**config.mk**
```make
export PLATFORM = sky130hd
export DESIGN_NAME = exe_unit_seq
export DESIGN_NICKNAME = d
export VERILOG_FILES = /design/src/rtl/exe_unit_seq.sv
export SDC_FILE = /design/constraint.sdc
export NUM_CORES = 1
export LEC_CHECK = 0
export BUFFER_PORTS_ARGS = -buffer_cell sky130_fd_sc_hd__clkbuf_2
export CAP_MARGIN = 20
export CORE_MARGIN = 3
export CORE_UTILIZATION = 30
export DETAILED_ROUTE_END_ITERATION = 10
export GPL_TIMING_DRIVEN = 0
export PLACE_DENSITY = 0.55
export SLEW_MARGIN = 20
export SYNTH_ARGS = -nofsm -noshare
export SYNTH_HDL_FRONTEND = slang
export SYNTH_SLANG_ARGS = --single-unit
```
**constraint.sdc**
```tcl
create_clock -name clk -period 3.35 [get_ports clk]
set_clock_uncertainty 0.05 [all_clocks]
set_input_delay 0.67 -clock clk [delete_from_list [all_inputs] [get_ports clk]]
set_output_delay 0.67 -clock clk [all_outputs]
set_load 0.01 [all_outputs]
```
**src/rtl/exe_unit_seq.sv**
```systemverilog
// Handshaked execute unit: single-cycle ALU ops and shifts, plus an iterative
// shift-add multiply, with NZCV status held on a valid/ready output register.
module exe_unit_seq #(
   parameter int N      = 32,
   parameter bit MUL_EN = 1'b1
) (
   input  logic         clk,
   input  logic         rst_n,
   input  logic         in_valid,
   output logic         in_ready,
   input  logic [N-1:0] a,
   input  logic [N-1:0] b,
   input  logic         carry_in,
   input  logic [3:0]   exe_cmd,
   output logic         out_valid,
   input  logic         out_ready,
   output logic [N-1:0] result,
   output logic [3:0]   status,
   output logic         busy
);

   localparam int CW = $clog2(N + 1);

   localparam logic [3:0] CmdMov = 4'b0001;
   localparam logic [3:0] CmdAdd = 4'b0010;
   localparam logic [3:0] CmdAdc = 4'b0011;
   localparam logic [3:0] CmdSub = 4'b0100;
   localparam logic [3:0] CmdSbc = 4'b0101;
   localparam logic [3:0] CmdAnd = 4'b0110;
   localparam logic [3:0] CmdOrr = 4'b0111;
   localparam logic [3:0] CmdEor = 4'b1000;
   localparam logic [3:0] CmdMvn = 4'b1001;
   localparam logic [3:0] CmdMul = 4'b1010;
   localparam logic [3:0] CmdLsl = 4'b1011;
   localparam logic [3:0] CmdLsr = 4'b1100;
   localparam logic [3:0] CmdAsr = 4'b1101;

   typedef enum logic {IDLE, MUL} stateT;

   stateT         state, stateNext;
   logic [CW-1:0] cntP0;
   logic [N-1:0]  accP0, aShP0, bShP0;
   logic [N-1:0]  accNext;
   logic          accept, isMul, loadMul, complete;
   logic [N-1:0]  doneRes;
   logic [3:0]    doneStat;

   // Single-cycle datapath; returns {N, Z, C, V, result}.
   function automatic logic [N+3:0] aluOp(input logic [3:0] cmd, input logic [N-1:0] opA,
                                          input logic [N-1:0] opB, input logic cIn);
      logic [N:0]        wide;
      logic signed [N:0] asrW;
      logic [N-1:0]      res;
      logic              c, v;
      logic [7:0]        amt;
      wide = '0;
      asrW = '0;
      res  = '0;
      c    = 1'b0;
      v    = 1'b0;
      amt  = opB[7:0];
      case (cmd)
         CmdMov: res = opB;
         CmdMvn: res = ~opB;
         CmdAdd, CmdAdc: begin
            wide = {1'b0, opA} + {1'b0, opB} + {{N{1'b0}}, (cmd == CmdAdc) & cIn};
            res  = wide[N-1:0];
            c    = wide[N];
            v    = (opA[N-1] == opB[N-1]) && (res[N-1] != opA[N-1]);
         end
         CmdSub, CmdSbc: begin
            wide = {1'b0, opA} - {1'b0, opB} - {{N{1'b0}}, (cmd == CmdSbc) & ~cIn};
            res  = wide[N-1:0];
            c    = wide[N];
            v    = (opA[N-1] != opB[N-1]) && (res[N-1] != opA[N-1]);
         end
         CmdAnd: res = opA & opB;
         CmdOrr: res = opA | opB;
         CmdEor: res = opA ^ opB;
         // A guard bit beside the operand captures the last bit shifted out;
         // oversized amounts fall out naturally as zero or sign fill.
         CmdLsl: begin
            if (amt == 8'd0) begin
               res = opA;
               c   = cIn;
            end else begin
               wide = {1'b0, opA} << amt;
               res  = wide[N-1:0];
               c    = wide[N];
            end
         end
         CmdLsr: begin
            if (amt == 8'd0) begin
               res = opA;
               c   = cIn;
            end else begin
               wide = {opA, 1'b0} >> amt;
               res  = wide[N:1];
               c    = wide[0];
            end
         end
         CmdAsr: begin
            if (amt == 8'd0) begin
               res = opA;
               c   = cIn;
            end else begin
               asrW = $signed({opA, 1'b0}) >>> amt;
               res  = asrW[N:1];
               c    = asrW[0];
            end
         end
         default: res = '0;
      endcase
      return {res[N-1], (res == '0), c, v, res};
   endfunction

   always_comb begin
      stateNext = state;
      loadMul   = 1'b0;
      complete  = 1'b0;
      doneRes   = '0;
      doneStat  = '0;
      in_ready  = (state == IDLE) && (!out_valid || out_ready);
      accept    = in_valid && in_ready;
      isMul     = MUL_EN && (exe_cmd == CmdMul);
      accNext   = accP0 + (bShP0[0] ? aShP0 : '0);
      case (state)
         IDLE: begin
            if (accept) begin
               if (isMul) begin
                  stateNext = MUL;
                  loadMul   = 1'b1;
               end else begin
                  complete            = 1'b1;
                  {doneStat, doneRes} = aluOp(exe_cmd, a, b, carry_in);
               end
            end
         end
         MUL: begin
            if (cntP0 == CW'(2)) begin
               stateNext = IDLE;
               complete  = 1'b1;
               doneRes   = accNext;
               doneStat  = {accNext[N-1], (accNext == '0), 2'b00};
            end
         end
         default: stateNext = IDLE;
      endcase
   end

   assign busy = (state == MUL);

   // Multiply iteration registers; the accept edge already folds in bit 0 of b
   // so N partial products fit in the N-cycle latency.
   always_ff @(posedge clk or negedge rst_n) begin
      if (!rst_n) begin
         state <= IDLE;
         cntP0 <= '0;
         accP0 <= '0;
         aShP0 <= '0;
         bShP0 <= '0;
      end else begin
         state <= stateNext;
         if (loadMul) begin
            accP0 <= b[0] ? a : '0;
            aShP0 <= a << 1;
            bShP0 <= b >> 1;
            cntP0 <= CW'(N);
         end else if (state == MUL) begin
            accP0 <= accNext;
            aShP0 <= aShP0 << 1;
            bShP0 <= bShP0 >> 1;
            cntP0 <= cntP0 - CW'(1);
         end
      end
   end

   // Output register stage
   always_ff @(posedge clk or negedge rst_n) begin
      if (!rst_n) begin
         out_valid <= 1'b0;
         result    <= '0;
         status    <= '0;
      end else if (complete) begin
         out_valid <= 1'b1;
         result    <= doneRes;
         status    <= doneStat;
      end else if (out_ready) begin
         out_valid <= 1'b0;
      end
   end

endmodule

```
-- After elaboration in Yosys (flattened, before gate mapping)
Cells that the tools add are included.
- register bits: 140
- $add $sub $neg: 6
- eq/ne operators: 18
- shifts and indexed selects: 3
- mux-type cells: 41
- bitwise operators: 8
- reductions and logical operators: 13
- operators by type and width (kind ; count):
    two-way mux 32 bit ; 17
    one-hot mux 32 bit (10 select lines) ; 1
    logical NOT 32 bit ; 2
    one-hot mux 32 bit (2 select lines) ; 1
    adder 32 x 32 -> 33 bit ; 1
    adder 33 x 1 -> 33 bit ; 1
    left shift 32 x 8 -> 33 bit ; 1
    right shift 33 x 8 -> 33 bit ; 1
    >>> shifter 33 x 8 -> 33 bit ; 1
    subtractor 32 x 32 -> 33 bit ; 1
    subtractor 33 x 1 -> 33 bit ; 1
    adder 32 bit ; 1
    bitwise AND 32 bit ; 1
    inverter 32 bit ; 1
    OR 32 bit ; 1
    XOR 32 bit ; 1
    equality test 4 bit (second input constant) ; 6
    equality test 4 x 3 -> 1 bit (second input constant) ; 4
    two-way mux 1 bit ; 12
    two-way mux 4 bit ; 3
    two-way mux 6 bit ; 2
    equality test 4 x 2 -> 1 bit (second input constant) ; 2
    logical NOT 8 bit ; 1
    one-hot mux 4 bit (2 select lines) ; 1
    other kinds (14) ; 25

-- Depth between registers and ports, before layout
- depth after elaboration: 11
- mapped depth: 23

-- Least setup slack after synthesis
No wires, ideal clock.
- path kind: input port to flip-flop
- from: in b[3]
- to: reg status[2]
- library setup time: 0.069 ns
- data arrival time: 5.098 ns
- data required time: 3.231 ns
- slack: -1.867 ns
- stages on the path: 19
- buffers on the path: 4
- cell sequence: buf_2 -> inv_1 -> clkbuf_1 -> buf_1 -> clkbuf_1 -> ha_1 -> ha_1 -> nor3_1 -> a2111oi_0 -> a41oi_1 -> a21oi_1 -> o22ai_1 -> xnor2_1 -> a221o_1 -> nor4_1 -> or4b_1 -> nor4_1 -> nand2_1 -> nand3_1
- longest elaborated chain between the ends: 10
- RTL lines (item ; RTL line ; RTL):
    start, declared ; 12 ; input logic [N-1:0] b,
    subtractor 32 x 32 -> 33 bit (tied with other cells) ; 72 ; wide = {1'b0, opA} - {1'b0, opB} - {{N{1'b0}}, (cmd == CmdSbc) & ~cIn};
    subtractor 33 x 1 -> 33 bit (tied with other cells) ; 72 ;
    one-hot mux 32 bit (10 select lines) * ; 62 ; case (cmd)
    two-way mux 32 bit * ; 130 ; if (isMul) begin
    two-way mux 32 bit * ; 129 ; if (accept) begin
    two-way mux 32 bit * ; 127 ; case (state)
    logical NOT 32 bit * ; 114 ; return {res[N-1], (res == '0), c, v, res};
    two-way mux 4 bit * ; 130 ;
    two-way mux 4 bit * ; 129 ;
    one-hot mux 4 bit (2 select lines) * ; 127 ;
    end signal, assigned ; 187 ; status <= doneStat;
    end, declared ; 18 ; output logic [3:0] status,
Mark *: on every way between the ends. The rest lies on a longest branch, timed or not. The select of a mux whose other input is x is not followed.
A chain may end at the register's enable or synchronous reset.

-- Worst setup path after layout
- from: in b[0]
- to: reg status[2]
Same word-level chain as after synthesis.

==> impl_metrics.py <==
metrics = {
    "synth": {
        "seq_area_frac_synth_pct": 16.7,
        "synth_area_mm2": 0.0206,
        "syn_inst": 2765,
        "yosys_most_used_dff": "dfrtp_1",
        "syn-num-nets": 3002,
        "ys_seq_elements": 137,
        "synth_common_cells": "nand2_1 (355), nor2_1 (198), o21ai_0 (191), a21oi_1 (189), ha_1 (159)",
        "synth_most_common_cell": "nand2_1",
        "synth.avg_cell_area_um2": 7.44,
        "synth.distinct_cells": 87,
        "synth_edf_count": 0,
        "yosys-top-cells-area": "dfrtp_1 (17%), ha_1 (9.7%), nand2_1 (6.5%), o21ai_0 (4.6%), a21oi_1 (4.6%)",
        "yosysTopAreaCell": "dfrtp_1",
        "synth_top_area_share_pct": 16.7,
        "yosysWarnings": 0,
        "async_flop_share_pct": 100,
    },
    "clock_network": {
        "cts_max_level": 4,
        "clk_latency_ns": 0.48,
        "cts-buffers-inserted": 17,
        "path_clk_slew_ns": 0.07,
        "clock_path_buffers": 2,
        "ctsHoldBuffers": 0,
        "cts-root-buf": "clkbuf_16",
        "clkSinkCount": 137,
        "cts_tree": "done",
    },
    "final_layout": {
        "drive_gt1_share_pct": 27.0,
        "final_cells": 3920,
        "area_growth_pct": 31.0,
        "final_area_mm2": 0.0269,
        "fin_util_pct": 39.9,
        "nets": 3262,
    },
    "pwr": {
        "ir_drop_uv": 306,
        "powerDensity_mw_per_mm2": 471,
        "internal_power_mw": 6.36,
        "seqPwrFrac_pct": 22.4,
        "swShare_pct": 49.9,
        "power_mw": 12.7,
        "p_comb_share_pct": 62.6,
        "power.switching_mw": 6.33,
        "clkPwrFrac_pct": 15.0,
        "total_leakage_power_nw": 11.1,
    },
    "drt": {
        "drt_iter0_drc": 3682,
        "drcViolationCount": 0,
        "vias": 26400,
        "totalWireLength_mm": 146,
        "wl_per_cell_um": 37.2,
        "drt_first_pass_iters": 8,
        "viasPerCell": 6.74,
        "ant_nets": 0,
    },
    "critical_path": {
        "required_ns": 3.69,
        "cp-end-kind": "flip-flop",
        "critPathKind": "in -> reg",
        "worstSetupStartpointType": "input port",
        "crit_start": "b[0]",
        "timing.rr.start": "bShP0[0]",
        "critPathArrivalTime_ns": 5.13,
        "r2r_slack_ns": -1.03,
        "critPathMaxFanout": 4,
    },
    "global_route": {
        "grt_overflow_total": 0,
        "grt_antenna_before_repair": 8,
        "grt_pass1_vias": 25100,
        "grt_pass1_wl_mm": 200,
        "grt.total_usage_pct": 39.7,
        "grt_max_degree": 81,
    },
    "sta": {
        "worst_pin_slew_ns": 1.29,
        "layout_setup_ws_ns": -1.44,
        "timing.setup.tns_ns": -25.24,
        "rsz0062_at_grt": "yes",
        "finalHoldViolCount": 0,
        "slew_headroom_pct": 12.5,
        "fmax_ghz": 0.209,
        "finalCritPeriodShare_pct": 143,
        "fin_crit_ns": 4.79,
        "maxSlewViolCount": 0,
        "final-setup-viol-count": 38,
    },
    "place": {
        "portBuffers": 110,
        "dpl.hpwl_mm": 113,
        "dpl.cell_count": 3758,
        "gp_congestion": 1.12,
        "placement.cell_area_mm2": 0.0228,
    },
    "job": {
        "cap_violations": 0,
    },
    "die": {
        "io_pins": 112,
        "die_y_um": 268,
        "rows": 95,
        "fp.dieW_um": 268,
        "core_mm2": 0.0675,
        "dieArea_mm2": 0.0717,
        "start_util_pct": 30.5,
    },
    "status": {
        "violations": "setup timing",
        "status": "finished, violations left",
    },
    "hold_path": {
        "hold_path.class": "in -> async",
    },
}
## cells in the final DEF, fill, tap and decap left out, types with 99 or more instances in the layout
cell      count
inv_1       126
a21oi_1     158
a22oi_1      99
o21ai_0     132
dfrtp_1     136
buf_4       101
ha_1        126
nor2_1      181
nand2_1     343
clkbuf_2    134
## critical path: stages
cell      delay [ns]
clkbuf_8        0.14
buf_12          0.13
buf_12          0.12
inv_4           0.07
buf_12          0.12
fa_2            0.48
inv_2           0.09
ha_4            0.14
nor2_4          0.04
fa_2            0.40
nor3b_4         0.17
o21ai_4         0.19
buf_4           0.16
xor2_1          0.10
a221oi_2        0.24
o211ai_1        0.23
nor3_4          0.19
buf_6           0.17
nand2_4         0.06
or3_1           0.36
or4b_4          0.54
nor4_4          0.15
nand2_1         0.07
nand3_1         0.09
## power groups by stage
stage	combinational (mW)	clock (mW)	sequential (mW)
CTS	7.16	1.92	2.83
global route	8.38	2.00	2.92
floorplan	3.86	0	2.77
global placement	6.32	0	2.81
detailed placement	6.31	0	2.82
finish	7.94	1.91	2.84
## flip-flops by register name (all words and copies together), names as in the netlist
signal,count
busy,1
accP0,32
result,32
bShP0,31
cntP0,6
status,3
aShP0,31
out_valid,1
## cell families after synthesis
logic type / after synthesis / share of synthesized area (%)
simple gates: 965 / 22.4
compound gates: 910 / 29.7
buf+inv: 372 / 8.13
fa+ha+maj: 164 / 10.2
mux: 145 / 9.86
flops: 137 / 16.7
xor+xnor: 72 / 3.07
## layer usage
layer  vias to the layer above  track usage, %  part of all wire (%)
li1                      10900               -                     -
met5                         -               0                 0.014
met2                      1888            57.9                    41
met3                       564            12.6                    11
met1                     13100            49.5                    39
met4                         4            28.4                   8.8
## repair_timing
item                                    4_1_cts  5_1_grt
gates resized for setup                     397      239
setup buffers                                82       53
endpoints found under the setup margin       96       76
gates cloned                                  1        0
pin swaps                                   107      111
## stage by stage
step,hold WS [ns],setup WS [ns]
after detailed placement,0.414,-3.24
final,0.173,-1.44
after global routing,0.212,-1.62
after global placement,0.410,-3.48
after floorplan,0.324,-1.21
after CTS,0.188,-1.55
## final timing paths
path / endpoint / depth (start not counted)
worst max-delay path: status[2] / 24
worst min-delay path: accP0[6] / 1
worst max register to register: status[2] / 15
worst min register to register: bShP0[13] / 2
max in group asynchronous: bShP0[27] / 2
min in group clk: out_valid / 2
## final cells by class
type                       count  area (um^2)
fill                        7024        40600
inverter                     136          589
clock inverter                12          121
multi-input combinational   2256        17600
tap                          873         1090
buffer                       231         1810
sequential                   137         3430
clock buffer                  18          429
timing repair buffer         246         1840
antenna                       11         27.5
Note: power is estimated with default switching activity, not from simulation.
